[src/rtl/id_stage_pipe.sv]
// id_stage_pipe: registered RV decode stage with valid/ready on both sides.
// Decodes operands, immediates, load/store and optional M-extension ops,
// flags illegal encodings, interlocks on load-use hazards and counts stall
// cycles. One cycle of latency from accept to out_valid.
module id_stage_pipe #(
  parameter int XLEN        = 32,
  parameter bit EN_M        = 1'b1,
  parameter bit EN_LU_STALL = 1'b1
) (
  input  logic            clk,
  input  logic            rst,
  input  logic            in_valid,
  output logic            in_ready,
  input  logic [31:0]     inst_i,
  input  logic [XLEN-1:0] inst_addr_i,
  output logic [4:0]      rs1_addr_o,
  output logic [4:0]      rs2_addr_o,
  input  logic [XLEN-1:0] rs1_data_i,
  input  logic [XLEN-1:0] rs2_data_i,
  input  logic            flush_i,
  output logic            out_valid,
  input  logic            out_ready,
  output logic [31:0]     inst_o,
  output logic [XLEN-1:0] inst_addr_o,
  output logic [XLEN-1:0] op1_o,
  output logic [XLEN-1:0] op2_o,
  output logic [XLEN-1:0] store_data_o,
  output logic [4:0]      rd_addr_o,
  output logic            reg_wen,
  output logic            mem_ren_o,
  output logic            mem_wen_o,
  output logic            illegal_o,
  output logic [31:0]     stall_cnt_o
);

  localparam bit IS64 = (XLEN == 64);

  localparam logic [6:0] OPC_LOAD   = 7'b0000011;
  localparam logic [6:0] OPC_OP_IMM = 7'b0010011;
  localparam logic [6:0] OPC_AUIPC  = 7'b0010111;
  localparam logic [6:0] OPC_STORE  = 7'b0100011;
  localparam logic [6:0] OPC_OP     = 7'b0110011;
  localparam logic [6:0] OPC_LUI    = 7'b0110111;
  localparam logic [6:0] OPC_BRANCH = 7'b1100011;
  localparam logic [6:0] OPC_JALR   = 7'b1100111;
  localparam logic [6:0] OPC_JAL    = 7'b1101111;

  // Instruction fields
  logic [6:0] w_opcode;
  logic [2:0] w_funct3;
  logic [6:0] w_funct7;
  logic [4:0] w_rd;
  logic [4:0] w_rs1;
  logic [4:0] w_rs2;

  assign w_opcode = inst_i[6:0];
  assign w_rd     = inst_i[11:7];
  assign w_funct3 = inst_i[14:12];
  assign w_rs1    = inst_i[19:15];
  assign w_rs2    = inst_i[24:20];
  assign w_funct7 = inst_i[31:25];

  // Sign-extended immediates
  logic [XLEN-1:0] w_imm_i;
  logic [XLEN-1:0] w_imm_s;
  logic [XLEN-1:0] w_imm_u;
  logic [XLEN-1:0] w_imm_j;
  logic [5:0]      w_shamt;
  logic            w_shamt_ok;

  assign w_imm_i = XLEN'($signed(inst_i[31:20]));
  assign w_imm_s = XLEN'($signed({inst_i[31:25], inst_i[11:7]}));
  assign w_imm_u = XLEN'($signed({inst_i[31:12], 12'b0}));
  assign w_imm_j = XLEN'($signed({inst_i[31], inst_i[19:12], inst_i[20],
                                  inst_i[30:21], 1'b0}));

  // RV32 has a 5-bit shamt, so bit 25 set is a reserved encoding there
  assign w_shamt    = IS64 ? inst_i[25:20] : {1'b0, inst_i[24:20]};
  assign w_shamt_ok = IS64 || !inst_i[25];

  // Raw decode results before the illegal mask
  logic            w_legal;
  logic            w_rs1_use;
  logic            w_rs2_use;
  logic            w_wen_raw;
  logic            w_mren_raw;
  logic            w_mwen_raw;
  logic [XLEN-1:0] w_op1_raw;
  logic [XLEN-1:0] w_op2_raw;
  logic [XLEN-1:0] w_sdata_raw;

  // Per-opcode legality check and operand routing
  always_comb begin
    w_legal     = 1'b0;
    w_rs1_use   = 1'b0;
    w_rs2_use   = 1'b0;
    w_wen_raw   = 1'b0;
    w_mren_raw  = 1'b0;
    w_mwen_raw  = 1'b0;
    w_op1_raw   = '0;
    w_op2_raw   = '0;
    w_sdata_raw = '0;
    case (w_opcode)
      OPC_OP_IMM: begin
        w_rs1_use = 1'b1;
        w_wen_raw = 1'b1;
        w_op1_raw = rs1_data_i;
        if (w_funct3 == 3'b001 || w_funct3 == 3'b101) begin
          w_op2_raw = XLEN'(w_shamt);
          w_legal   = w_shamt_ok &&
                      ((inst_i[31:26] == 6'b000000) ||
                       (w_funct3 == 3'b101 && inst_i[31:26] == 6'b010000));
        end else begin
          w_op2_raw = w_imm_i;
          w_legal   = 1'b1;
        end
      end
      OPC_OP: begin
        w_rs1_use = 1'b1;
        w_rs2_use = 1'b1;
        w_wen_raw = 1'b1;
        w_op1_raw = rs1_data_i;
        w_op2_raw = rs2_data_i;
        w_legal   = (w_funct7 == 7'b0000000) ||
                    (w_funct7 == 7'b0100000 &&
                     (w_funct3 == 3'b000 || w_funct3 == 3'b101)) ||
                    (w_funct7 == 7'b0000001 && EN_M);
      end
      OPC_BRANCH: begin
        w_rs1_use = 1'b1;
        w_rs2_use = 1'b1;
        w_op1_raw = rs1_data_i;
        w_op2_raw = rs2_data_i;
        w_legal   = (w_funct3 != 3'b010) && (w_funct3 != 3'b011);
      end
      OPC_JAL: begin
        w_wen_raw = 1'b1;
        w_op1_raw = w_imm_j;
        w_legal   = 1'b1;
      end
      OPC_JALR: begin
        w_rs1_use = 1'b1;
        w_wen_raw = 1'b1;
        w_op1_raw = rs1_data_i;
        w_op2_raw = w_imm_i;
        w_legal   = (w_funct3 == 3'b000);
      end
      OPC_LUI: begin
        w_wen_raw = 1'b1;
        w_op1_raw = w_imm_u;
        w_legal   = 1'b1;
      end
      OPC_AUIPC: begin
        w_wen_raw = 1'b1;
        w_op1_raw = inst_addr_i;
        w_op2_raw = w_imm_u;
        w_legal   = 1'b1;
      end
      OPC_LOAD: begin
        w_rs1_use  = 1'b1;
        w_wen_raw  = 1'b1;
        w_mren_raw = 1'b1;
        w_op1_raw  = rs1_data_i;
        w_op2_raw  = w_imm_i;
        case (w_funct3)
          3'b000, 3'b001, 3'b010, 3'b100, 3'b101: w_legal = 1'b1;
          3'b011, 3'b110:                         w_legal = IS64;
          default:                                w_legal = 1'b0;
        endcase
      end
      OPC_STORE: begin
        w_rs1_use   = 1'b1;
        w_rs2_use   = 1'b1;
        w_mwen_raw  = 1'b1;
        w_op1_raw   = rs1_data_i;
        w_op2_raw   = w_imm_s;
        w_sdata_raw = rs2_data_i;
        case (w_funct3)
          3'b000, 3'b001, 3'b010: w_legal = 1'b1;
          3'b011:                 w_legal = IS64;
          default:                w_legal = 1'b0;
        endcase
      end
      default: w_legal = 1'b0;
    endcase
  end

  // Illegal instructions carry no operands, destination or side effects
  logic            w_rs1_used;
  logic            w_rs2_used;
  logic            w_wen;
  logic [4:0]      w_rd_dec;
  logic [XLEN-1:0] w_op1;
  logic [XLEN-1:0] w_op2;
  logic [XLEN-1:0] w_sdata;

  assign w_rs1_used = w_legal && w_rs1_use;
  assign w_rs2_used = w_legal && w_rs2_use;
  assign w_wen      = w_legal && w_wen_raw;
  assign w_rd_dec   = w_wen ? w_rd : '0;
  assign w_op1      = w_legal ? w_op1_raw : '0;
  assign w_op2      = w_legal ? w_op2_raw : '0;
  assign w_sdata    = w_legal ? w_sdata_raw : '0;

  assign rs1_addr_o = w_rs1_used ? w_rs1 : '0;
  assign rs2_addr_o = w_rs2_used ? w_rs2 : '0;

  // Output register
  logic            r_valid;
  logic [31:0]     r_inst;
  logic [XLEN-1:0] r_pc;
  logic [XLEN-1:0] r_op1;
  logic [XLEN-1:0] r_op2;
  logic [XLEN-1:0] r_sdata;
  logic [4:0]      r_rd;
  logic            r_wen;
  logic            r_mren;
  logic            r_mwen;
  logic            r_illegal;
  logic [31:0]     r_stall_cnt;

  // A load in the output register whose rd feeds a source of the incoming
  // instruction blocks it until the load has been handed to EX.
  logic w_hazard;
  logic w_in_ready;
  logic w_accept;

  assign w_hazard = EN_LU_STALL && r_valid && r_mren && (r_rd != '0) && in_valid &&
                    ((w_rs1_used && w_rs1 == r_rd) || (w_rs2_used && w_rs2 == r_rd));
  assign w_in_ready = !rst && (!r_valid || out_ready) && !w_hazard && !flush_i;
  assign w_accept   = in_valid && w_in_ready;

  // Pipeline register: flush beats accept, accept beats hand-off, else hold
  always_ff @(posedge clk) begin
    if (rst) begin
      r_valid   <= 1'b0;
      r_inst    <= '0;
      r_pc      <= '0;
      r_op1     <= '0;
      r_op2     <= '0;
      r_sdata   <= '0;
      r_rd      <= '0;
      r_wen     <= 1'b0;
      r_mren    <= 1'b0;
      r_mwen    <= 1'b0;
      r_illegal <= 1'b0;
    end else if (flush_i) begin
      r_valid <= 1'b0;
    end else if (w_accept) begin
      r_valid   <= 1'b1;
      r_inst    <= inst_i;
      r_pc      <= inst_addr_i;
      r_op1     <= w_op1;
      r_op2     <= w_op2;
      r_sdata   <= w_sdata;
      r_rd      <= w_rd_dec;
      r_wen     <= w_wen;
      r_mren    <= w_legal && w_mren_raw;
      r_mwen    <= w_legal && w_mwen_raw;
      r_illegal <= !w_legal;
    end else if (r_valid && out_ready) begin
      r_valid <= 1'b0;
    end
  end

  // Load-use stall counter, free-running with natural wrap
  always_ff @(posedge clk) begin
    if (rst) begin
      r_stall_cnt <= '0;
    end else if (w_hazard && !flush_i) begin
      r_stall_cnt <= r_stall_cnt + 32'd1;
    end
  end

  assign in_ready     = w_in_ready;
  assign out_valid    = r_valid;
  assign inst_o       = r_inst;
  assign inst_addr_o  = r_pc;
  assign op1_o        = r_op1;
  assign op2_o        = r_op2;
  assign store_data_o = r_sdata;
  assign rd_addr_o    = r_rd;
  assign reg_wen      = r_wen;
  assign mem_ren_o    = r_mren;
  assign mem_wen_o    = r_mwen;
  assign illegal_o    = r_illegal;
  assign stall_cnt_o  = r_stall_cnt;

endmodule

[config.mk]
export PLATFORM = sky130hd
export DESIGN_NAME = id_stage_pipe
export DESIGN_NICKNAME = d
export VERILOG_FILES = /design/src/rtl/id_stage_pipe.sv
export SDC_FILE = /design/constraint.sdc
export NUM_CORES = 1
export LEC_CHECK = 0
export CAP_MARGIN = 25
export CORE_MARGIN = 2
export CORE_UTILIZATION = 46
export DETAILED_ROUTE_END_ITERATION = 10
export PLACE_DENSITY = 0.79
export SLEW_MARGIN = 5
export SYNTH_ARGS = -nofsm -noshare
export SYNTH_HDL_FRONTEND = slang
export SYNTH_SLANG_ARGS = --single-unit
[constraint.sdc]
create_clock -name clk -period 3 [get_ports clk]
set_clock_uncertainty 0.05 [all_clocks]
set_input_delay 0.45 -clock clk [delete_from_list [all_inputs] [get_ports clk]]
set_output_delay 0.45 -clock clk [all_outputs]
set_load 0.1 [all_outputs]
======== Word-level counts from Yosys, hierarchy flattened ========
Cells that the tools add are included.
storage, ports and cells
  logic and storage cells ................. 104
  input port bits ......................... 133
  bits in read-only memories .............. 0
  memories kept ........................... 0
  bits in writable memories ............... 0
  register bits after elaboration ......... 202
  output and inout bits ................... 213
  latch bits .............................. 0
operators by class
  multiplexer cells ....................... 21
  $mul .................................... 0
  eq/ne operators ......................... 20
  divide/modulo/power cells ............... 0
  order comparisons ....................... 0
  shifts and indexed selects .............. 0
  $add $sub $neg .......................... 1
  bitwise logic cells ..................... 1
  reductions and logical operators ........ 49
operators with widths
  kind                                                   count
  two-way mux 32 bit                                     5
  case mux 32 bit (5 select lines)                       1
  case mux 32 bit (4 select lines)                       1
  adder 32 x 1 -> 32 bit, second input constant          1
  equality test 7 x 6 -> 1 bit, second input constant    4
  equality test 7 bit, second input constant             3
  logical AND 1 bit                                      21
  two-way mux 5 bit                                      3
  equality test 7 x 5 -> 1 bit, second input constant    2
  equality test 5 bit                                    2
  two-way mux 1 bit                                      10
  OR reduction 3 bit                                     3
  equality test 7 x 1 -> 1 bit, second input constant    1
  equality test 7 x 2 -> 1 bit, second input constant    1
  zero test 7 bit                                        1
  logical OR 1 bit                                       7
  case mux 1 bit (7 select lines)                        1
  OR reduction 7 bit                                     1
  equality test 3 bit, second input constant             2
  equality test 6 x 5 -> 1 bit, second input constant    1
  zero test 1 bit                                        6
  zero test 6 bit                                        1
  inequality test 3 x 2 -> 1 bit, second input constant  2
  OR reduction 2 bit                                     3
  other kinds (9)                                        9

======== Logic depth before layout (Yosys ltp) ========
Gate-level depths: netlist of the first run.
  word-level depth ........................ 15
  mapped depth ............................ 10
  depth with buffers taken out ............ 6

======== Worst setup path after synthesis of the first run ========
Ideal clock, no wire load.
  path type ............................... reg2out
  from .................................... register r_rd[0], in the netlist rd_addr_o[0]
  to ...................................... output port in_ready
  setup slack ............................. -0.712 ns
  arrival time ............................ 3.212 ns
  buffers on the path ..................... 1
  stages on the path, launching flop included .. 6
  required time ........................... 2.500 ns
  cells stage by stage .................... dfxtp_1 or4_1 o2111ai_1 a211oi_1 buf_2 nor2b_1
between the ends
  longest elaborated chain between the ends .. 7
  elaborated cells between the ends (all ways) .. 12
  those cells by class .................... eq/ne (2); reduce/logical (10)
ends and longest elaborated chain
  element                                                    RTL line  source
  start: declaration                                         215       logic [4:0] r_rd;
  start signal: assignment                                   256       r_rd <= w_rd_dec;
  equality test 5 bit or nonzero test 5 bit (tied branches)  229, 228
  logical AND 1 bit (on tied branches)                       229, 228
  logical OR 1 bit or logical AND 1 bit (tied branches)      229, 228
  logical AND 1 bit *                                        228       assign w_hazard = EN_LU_STALL && r_valid && r_mren && (r_rd != '0) && in_valid &&
  zero test 1 bit *                                          230       assign w_in_ready = !rst && (!r_valid || out_ready) && !w_hazard && !flush_i;
  logical AND 1 bit * (2 in series)                          230
  end: declaration                                           13        output logic in_ready,
Every way passes the cells marked *; elsewhere a longest branch is shown, timed or not.

======== Worst setup path in the final report of the first run ========
  from .................................... input port inst_i[6]
  to ...................................... output port in_ready
between the ends
  longest elaborated chain between the ends .. 10
  elaborated cells between the ends (all ways) .. 24
  those cells by class .................... eq/ne (9); mux (3); reduce/logical (12)
ends and longest elaborated chain
  element                                                                    RTL line  source
  start: declaration                                                         14        input logic [31:0] inst_i,
  equality test 7 x 5 -> 1 bit (tied with other cells)                       103       case (w_opcode)
  OR reduction 3 bit (no source line) or OR reduction 6 bit (tied branches)  -
  case mux 1 bit (7 select lines) or two-way mux 1 bit (tied branches)       103
  logical AND 1 bit (on tied branches)                                       197, 198
  logical AND 1 bit                                                          229       ((w_rs1_used && w_rs1 == r_rd) || (w_rs2_used && w_rs2 == r_rd));
  logical OR 1 bit *                                                         229
  logical AND 1 bit *                                                        228
  zero test 1 bit *                                                          230
  logical AND 1 bit * (2 in series)                                          230
Marks and branches as above.

==> results.cfg, run 1 <==
[status]
outcome = finished, final reports clean

[sta]
post-route-period-util_pct = 98.5
timing.final.hold_violations = 0
worst_slew_margin_rel_pct = 47.2
tightestPinTransition_ns = 0.789
setup_viol = 0
finalCriticalPeriod_ns = 2.95
clock.fmax_mhz = 338
slew_viol_final = 0
post-route-worst-setup-slack_ns = 0.0456

[synth]
ys_types = 65
synth.yosys.seq_area_share_pct = 40.6
synth.top_cell.area_share_pct = 40.6
synth_commonest_cells = sky130_fd_sc_hd__dfxtp_1 (202), sky130_fd_sc_hd__nand2_1 (189), sky130_fd_sc_hd__mux2i_1 (94)
yosysTopAreaCell = sky130_fd_sc_hd__dfxtp_1
dominant_cell_by_count_in_the_synthesized_netlist = sky130_fd_sc_hd__dfxtp_1
asyncSetResetFlopFracSynth_pct = 0
yosys_warnings = 0
ys.flop_type = sky130_fd_sc_hd__dfxtp_1
postSynthNetCount = 1226
post_synth.cell_area_avg_sq_um = 9.11
ys_seq_elements = 202
synth_cells = 1092
synth_area_sq_um = 9950
synth_edf_count = 0
synth.top_cells.by_area = sky130_fd_sc_hd__dfxtp_1 (41%), sky130_fd_sc_hd__mux2i_1 (9.5%), sky130_fd_sc_hd__mux2_2 (8.0%)

[power_and_ir_drop]
leak_pwr_uw = 0.00673
irDropWorstVdd_mv = 0.400
power.density_nw_per_um2 = 456

[placed_design]
gpl.final_weighted_congestion = 0.923
placement.setup.worst_slack_ns = -0.314
dpl.hpwl_um = 27400
port_buffers = 345
number_of_cells_after_detailed_placement = 1715
placed_instance_area_sq_um = 13800

[clocking]
clock_latency_ns = 0.50
number_of_buffers_created_by_cts = 23
h-tree-depth = 1
max-clock-path-buffers = 3
clock_sinks = 202
tritoncts = yes
clock-root-buffer = sky130_fd_sc_hd__clkbuf_16
cts.reportedPaths.clkPinSlew_ns = 0.06

[global_routing]
grt_pass1_wl_um = 55200
grt_max_degree = 63
antenna_found_initial = 7
grt_use_total_pct = 31.2
final_global_route_overflow_total = 0
first_global_vias = 9771

[layout]
layoutNonFillerInstCount = 1773
final_nets = 1609
drive_gt1_share_pct = 31.9
area_grow_syn2layout_pct = 48.7
final_cell_area_sq_um = 14800

[worst_setup_path]
worst_r2r_path_depth = 8
crit_path_max_incr_delay_ns = 0.47
critical_path.slowest_cell = sky130_fd_sc_hd__clkdlybuf4s50_1
crit_path_cells = clkdlybuf4s50_1 > buf_4 > nand4bb_1 > a2111oi_4 > a2111oi_4 > a211oi_2 > buf_4 > nor2b_4 > buf_12
worstPathRequired_ns = 2.50
worst_ep_arrival_time_ns = 2.45
timing.critical_path.depth = 9
timing.critical_path.to_type = output port
critPathBufInv = 4
cp_max_fo = 8
timing.setup.critical_path_class = input port to output port
crit_family = buffers and inverters
start_kind = input port

[die]
floorplan.die.height_um = 151
start_util_pct = 47.0
die-width_um = 151
num_io_pins = 346
rows = 53
die_area_sq_um = 22800
floorplan.core_area_sq_um = 21200

[detailed_routing]
post_detailed_route_count_of_antenna_violating_nets = 0
postRouteWirelength_um = 37200
drt_first_iter_violations = 728
drc_errors = 0
via_count = 10000
detailedRoute.firstPassIterationCount = 7
viasPerCell = 5.66
per_cell_routed_wire_length_um = 21.0

[min_path]
worstHoldPathCells = 2
holdCritPathClass = input port to flop

[flow_run]
timing.max_cap.violations = 0
[layout by cell type (no fill, tap or decap), types with 4 or more instances in the layout]
master,instances
sky130_fd_sc_hd__nor4_1,7
sky130_fd_sc_hd__or2_2,9
sky130_fd_sc_hd__o311ai_0,10
sky130_fd_sc_hd__nor2_1,46
sky130_fd_sc_hd__clkbuf_8,4
sky130_fd_sc_hd__o21ai_0,36
sky130_fd_sc_hd__and3_2,7
sky130_fd_sc_hd__o31ai_1,16
sky130_fd_sc_hd__buf_12,25
sky130_fd_sc_hd__inv_1,32
sky130_fd_sc_hd__o211ai_1,20
sky130_fd_sc_hd__clkinv_2,5
sky130_fd_sc_hd__nand4_1,6
sky130_fd_sc_hd__nand2b_1,4
sky130_fd_sc_hd__or4_1,8
sky130_fd_sc_hd__clkdlybuf4s50_1,119
sky130_fd_sc_hd__nand2_1,188
sky130_fd_sc_hd__buf_4,294
sky130_fd_sc_hd__a22o_1,20
sky130_fd_sc_hd__mux2_2,71
sky130_fd_sc_hd__a222oi_1,25
sky130_fd_sc_hd__dlygate4sd2_1,5
sky130_fd_sc_hd__a211oi_2,4
sky130_fd_sc_hd__nand3_1,12
sky130_fd_sc_hd__nor3_1,13
sky130_fd_sc_hd__a221o_1,9
sky130_fd_sc_hd__o41ai_1,10
sky130_fd_sc_hd__diode_2,8
sky130_fd_sc_hd__xor2_1,10
sky130_fd_sc_hd__dlymetal6s2s_1,7
sky130_fd_sc_hd__nor2b_1,74
sky130_fd_sc_hd__clkbuf_16,23
sky130_fd_sc_hd__mux2i_1,94
sky130_fd_sc_hd__dfxtp_1,202
[cell families after synthesis]
group	synth area share, %
and+or+nand+nor	19.4
DFF	40.6
AOI/OAI and AO/OA	15.2
muxes	17.5
buffers and inverters	6.11
xor gates and xnor gates	1.06
adders and majority gates	0.126
[through the flow]
stage	total power, uW	hold WS, ns	utilization, %	setup TNS (ns)
after floorplan	3450	0.478	-	0
after global placement	3900	0.396	65.4	-54.24
after detailed placement	3910	0.404	65.4	-50.86
final	6760	0.230	70.0	0
after global routing	6930	0.232	70.0	-0.0292
after CTS	6780	0.210	69.2	0
[state kept, by name, summed over array words and instances (netlist names)]
name,count
inst_addr_o,32
inst_o,32
op1_o,32
op2_o,32
stall_cnt_o,32
store_data_o,32
rd_addr_o,5
illegal_o,1
mem_ren_o,1
mem_wen_o,1
out_valid,1
reg_wen,1
[metal layers]
metal	GRT usage (%)	wire [um]
met2	52.2	17600
met3	6.66	3490
met5	0	0
met1	39.4	14700
met4	12.1	1280
[power breakdown]
group          internal [uW]  switching (uW)  leakage, uW  total, uW
registers               2730            25.9      0.00164       2760
clock network           1760            1120     0.000378       2880
logic                    392             721      0.00471       1110
[layout make-up]
| cell class | count | area (sq um) |
|---|---|---|
| Clock inverter | 10 | 130 |
| Sequential cell | 202 | 4040 |
| Timing Repair Buffer | 451 | 4040 |
| Clock buffer | 30 | 642 |
| Tap cell | 275 | 344 |
| Fill cell | 1643 | 6350 |
| Inverter | 33 | 126 |
| Multi-Input combinational cell | 764 | 5450 |
| Antenna cell | 8 | 20.0 |
[timing repair]
| action | 4_1_cts | 5_1_grt |
|---|---|---|
| resized for setup | 11 | 20 |
| buffers inserted | 3 | 6 |
| endpoints found under the setup margin | 11 | 11 |
| hold buffers | 0 | 0 |
| pin swaps | 5 | 6 |
[final timing paths]
check / from / to / slack, ns
max: inst_i[6] / in_ready / 0.05
min: rst / illegal_o / 0.23
max reg2reg: rd_addr_o[0] / op2_o[2] / 0.41
min reg2reg: store_data_o[29] / store_data_o[29] / 0.41
Note: power is estimated with default switching activity, not from simulation.
==> run 2, diff against run 1 <==
--- a/config.mk
+++ b/config.mk
@@ -9,7 +9,7 @@
 export CORE_MARGIN = 2
 export CORE_UTILIZATION = 46
 export DETAILED_ROUTE_END_ITERATION = 10
-export PLACE_DENSITY = 0.79
+export PLACE_DENSITY = 0.88
 export SLEW_MARGIN = 5
 export SYNTH_ARGS = -nofsm -noshare
 export SYNTH_HDL_FRONTEND = slang
==> results.cfg, run 2 (synthesized netlist as in run 1, its figures left out) <==
[layout]
final_common_cell = sky130_fd_sc_hd__buf_4
area_grow_syn2layout_pct = 48.3
drive_gt1_share_pct = 31.7
n_fill_cell = 1549
postLayoutCoreUtil_pct = 69.7
layoutNonFillerInstCount = 1770
most_frequent_cells_in_the_layout = sky130_fd_sc_hd__buf_4 (293), sky130_fd_sc_hd__dfxtp_1 (202), sky130_fd_sc_hd__nand2_1 (188)
final_cell_area_sq_um = 14800
final_nets = 1608

[sta]
timing.final.hold_violations = 0
tightestPinTransition_ns = 0.778
finalCriticalPeriod_ns = 2.95
slew_viol_final = 0
setup_viol = 0
fin_hold_ws_ns = 0.259
worst_slew_margin_rel_pct = 47.9
post-route-period-util_pct = 98.2
clock.fmax_mhz = 339

[worst_setup_path]
timing.setup.critical_path_class = input port to output port
start_kind = input port
worst_r2r_path_depth = 9
worstPathRequired_ns = 2.50
cp_max_fo = 6
worst_ep_arrival_time_ns = 2.45
timing.rr.end = store_data_o[30]
regToRegStartpoint = rd_addr_o[1]
timing.critical_path.to_type = output port
r2r_setup_slack_ns = 0.34

[die]
floorplan.core_area_sq_um = 21200
floorplan.die.height_um = 151
die_area_sq_um = 22800
die-width_um = 151
rows = 53
start_util_pct = 47.0
num_io_pins = 346

[clocking]
cts.reportedPaths.clkPinSlew_ns = 0.06
clock-root-buffer = sky130_fd_sc_hd__clkbuf_16
h-tree-depth = 1
clock_latency_ns = 0.52
post_cts_hold_buffer_count = 0
max-clock-path-buffers = 3
tritoncts = yes
number_of_buffers_created_by_cts = 23
clock_sinks = 202

[global_routing]
grt_pass1_wl_um = 55900
final_global_route_overflow_total = 0
first_global_vias = 10000
grt_use_total_pct = 31.7
grt_max_degree = 73
antenna_found_initial = 7

[detailed_routing]
via_count = 10300
per_cell_routed_wire_length_um = 21.6
drc_errors = 0
detailedRoute.firstPassIterationCount = 5
viasPerCell = 5.81
post_detailed_route_count_of_antenna_violating_nets = 0
postRouteWirelength_um = 38300
drt_first_iter_violations = 916

[power_and_ir_drop]
irDropWorstVdd_mv = 0.403
totalPowerFinal_uw = 6800
leak_pwr_uw = 0.00669
power.density_nw_per_um2 = 461

[min_path]
timing.hold.worst_endpoint = inst_o[0]
worstHoldPathCells = 2
holdCritStartpoint = inst_i[0]
holdCritPathClass = input port to flop

[placed_design]
dpl.hpwl_um = 27600
gpl.final_weighted_congestion = 0.914
number_of_cells_after_detailed_placement = 1712
placed_instance_area_sq_um = 13800
port_buffers = 345

[flow_run]
timing.max_cap.violations = 0

[status]
outcome = finished, final reports clean
## run 2: changes by cell type in the layout (fill, tap and decap cells not counted), moves of 2 or more
cell,change
sky130_fd_sc_hd__buf_12,-4
sky130_fd_sc_hd__diode_2,-2
sky130_fd_sc_hd__clkbuf_1,+2
sky130_fd_sc_hd__buf_6,+4
sky130_fd_sc_hd__a211oi_2,-2
sky130_fd_sc_hd__a211oi_4,+2
sky130_fd_sc_hd__clkinv_2,-2
sky130_fd_sc_hd__nor3_4,-2
## run 2: how the worst max path moves through the flow
stage / startpoint / end / slack [ns] / depth (start not counted)
2_1_floorplan: rd_addr_o[0] / in_ready / 0.13 / 5
3_3_place_gp: inst_i[5] / in_ready / -0.27 / 9
3_5_place_dp: inst_i[13] / stall_cnt_o[26] / -0.39 / 8
4_1_cts: inst_i[28] / rs1_addr_o[1] / 0.002 / 8
5_1_grt: inst_i[13] / rs1_addr_o[0] / -0.005 / 8
6_report: inst_i[27] / rs1_addr_o[1] / 0.05 / 8
## run 2: repair_timing
action / in CTS / in global routing
endpoints found under the hold margin: 0 / 0
endpoints found under the setup margin: 11 / 11
gates cloned: 0 / 1
setup buffers: 5 / 5
gates resized for setup: 15 / 20
pin swaps: 6 / 7
## run 2: power by group
group,internal [uW],switching (uW),total [uW]
Clock,1770,1160,2930
Sequential,2730,26.8,2760
Combinational,389,723,1110
## run 2: critical path, stage by stage
cell and delay [ns]:
sky130_fd_sc_hd__clkdlybuf4s50_1 0.45, sky130_fd_sc_hd__or4_4 0.45, sky130_fd_sc_hd__o22ai_4 0.12, sky130_fd_sc_hd__nand4b_1 0.24, sky130_fd_sc_hd__nand2_2 0.19, sky130_fd_sc_hd__buf_6 0.14
sky130_fd_sc_hd__and3_4 0.21, sky130_fd_sc_hd__buf_12 0.17
## run 2: cell type report
cell class              count  area (sq um)  area share, %
diodes                      6          15.0          0.102
clock buffers              32           649           4.40
clock inverters             8           124          0.840
inverters                  33           126          0.857
multi-input cells         764          5460           37.0
flip-flops and latches    202          4040           27.4
well taps                 275           344           2.33
repair buffers            450          4000           27.1
## run 2: per-layer routing
layer  vias to the layer above  part of all wire [%]  track usage [%]  wire (um)
li1                       4676                     -                -          -
met1                      4891                    38             37.5      14400
met2                       590                    48             54.5      18500
met3                       114                   9.4             7.47       3610
met4                         4                   4.6             14.9       1780
met5                         -                 0.057                0         22
## run 2: stage by stage
stage	worst slack (ns)	setup TNS [ns]
after floorplan	0.127	0
after global placement	-0.272	-36.67
after detailed placement	-0.389	-43.55
after CTS	0.00239	0
after global routing	-0.00492	-0.0136
final	0.0526	0
==> run 3, diff against run 2 <==
--- a/config.mk
+++ b/config.mk
@@ -7,9 +7,10 @@
 export LEC_CHECK = 0
 export CAP_MARGIN = 25
 export CORE_MARGIN = 2
-export CORE_UTILIZATION = 46
+export CORE_UTILIZATION = 40
 export DETAILED_ROUTE_END_ITERATION = 10
-export PLACE_DENSITY = 0.88
+export PLACE_DENSITY = 0.79
+export SKIP_CTS_REPAIR_TIMING = 1
 export SLEW_MARGIN = 5
 export SYNTH_ARGS = -nofsm -noshare
 export SYNTH_HDL_FRONTEND = slang
==> results.cfg, run 3 (synthesized netlist as in run 1, its figures left out) <==
[worst_setup_path]
worstPathRequired_ns = 2.50
worst_r2r_path_depth = 8
cp_max_fo = 12
start_kind = input port
timing.setup.critical_path_class = input port to output port
worst_ep_arrival_time_ns = 2.45
timing.critical_path.to_type = output port

[detailed_routing]
viasPerCell = 5.55
detailedRoute.firstPassIterationCount = 7
drc_errors = 0
via_count = 10100
drt_first_iter_violations = 774
postRouteWirelength_um = 38100
post_detailed_route_count_of_antenna_violating_nets = 0
per_cell_routed_wire_length_um = 21.0

[clocking]
cts.reportedPaths.clkPinSlew_ns = 0.06
clock_sinks = 202
max-clock-path-buffers = 3
clock-root-buffer = sky130_fd_sc_hd__clkbuf_16
tritoncts = yes
number_of_buffers_created_by_cts = 23
clock_latency_ns = 0.51
h-tree-depth = 1

[global_routing]
final_global_route_overflow_total = 0
grt_max_degree = 101
grt_pass1_wl_um = 56900
grt_use_total_pct = 27.7
first_global_vias = 9875
antenna_found_initial = 4

[die]
num_io_pins = 346
start_util_pct = 40.8
floorplan.core_area_sq_um = 24400
die_area_sq_um = 26200
floorplan.die.height_um = 162
rows = 57
die-width_um = 162

[power_and_ir_drop]
leak_pwr_uw = 0.00672
power.density_nw_per_um2 = 459
irDropWorstVdd_mv = 0.311

[status]
outcome = finished, final reports clean

[sta]
worst_slew_margin_rel_pct = 45.8
timing.final.hold_violations = 0
clock.fmax_mhz = 339
tightestPinTransition_ns = 0.814
post-route-period-util_pct = 98.3
finalCriticalPeriod_ns = 2.95
setup_viol = 0
slew_viol_final = 0

[layout]
postLayoutCoreUtil_pct = 60.6
drive_gt1_share_pct = 31.6
n_fill_cell = 2052
final_nets = 1608
area_grow_syn2layout_pct = 48.4
most_frequent_cells_in_the_layout = sky130_fd_sc_hd__buf_4 (298), sky130_fd_sc_hd__dfxtp_1 (202), sky130_fd_sc_hd__nand2_1 (189)
final_cell_area_sq_um = 14800
layoutNonFillerInstCount = 1817
final_common_cell = sky130_fd_sc_hd__buf_4

[placed_design]
port_buffers = 345
gpl.final_weighted_congestion = 0.969
placed_instance_area_sq_um = 13900
dpl.hpwl_um = 28100
number_of_cells_after_detailed_placement = 1766

[min_path]
worstHoldPathCells = 2
holdCritPathClass = input port to flop

[flow_run]
timing.max_cap.violations = 0
[run 3: cell count changes in the layout (fill, tap and decap cells not counted), sizes merged]
| cell | change |
|---|---|
| dlygate4sd2 | -6 |
| dlymetal6s2s | +6 |
| clkinvlp | +2 |
| diode | -2 |
| clkbuf | -1 |
| inv | -1 |
[run 3: critical path: stages]
cell	delay (ns)
sky130_fd_sc_hd__clkdlybuf4s50_1	0.52
sky130_fd_sc_hd__or4_1	0.46
sky130_fd_sc_hd__o22ai_2	0.15
sky130_fd_sc_hd__nand4b_1	0.19
sky130_fd_sc_hd__nand2_1	0.13
sky130_fd_sc_hd__buf_6	0.15
sky130_fd_sc_hd__and3_2	0.22
sky130_fd_sc_hd__buf_12	0.18
[run 3: report_power, final]
part	internal (uW)	switching, uW
Sequential	2730	26.4
Clock	1760	1140
Combinational	387	720
Total	4880	1890
[run 3: worst paths after layout]
| path | startpoint | slack [ns] | end |
|---|---|---|---|
| max | inst_i[29] | 0.05 | rs2_addr_o[3] |
| min | rst | 0.28 | illegal_o |
| max reg2reg | rd_addr_o[1] | 0.46 | op2_o[3] |
| min reg2reg | store_data_o[21] | 0.41 | store_data_o[21] |
[run 3: routing by layer]
layer	vias to the layer above	global-route usage, %	part of all wire [%]
met4	0	9.98	3.2
met1	4870	34.5	40
met3	65	6.10	8.9
met2	495	47.3	48
li1	4658	-	-
met5	-	0	0
[run 3: cell type report]
type                       instances  area (sq um)  area share [%]
multi-input combinational        764          5420            36.7
sequential                       202          4040            27.4
timing repair buffer             450          3990            27.0
clock buffer                      31           646            4.37
tap                              324           405            2.74
clock inverter                     9           128           0.864
inverter                          33           126           0.856
antenna                            4          10.0          0.0678
[run 3: stage by stage]
stage | TNS [ns] | power [uW] | hold WS [ns] | setup WS [ns]
finish | 0 | 6770 | 0.278 | 0.0503
global route | -0.216 | 6980 | 0.287 | -0.0321
CTS | -3.31 | 6790 | 0.268 | -0.323
detailed placement | -62.05 | 3910 | 0.402 | -0.364
global placement | -63.62 | 3900 | 0.396 | -0.359
floorplan | 0 | 3450 | 0.478 | 0.127
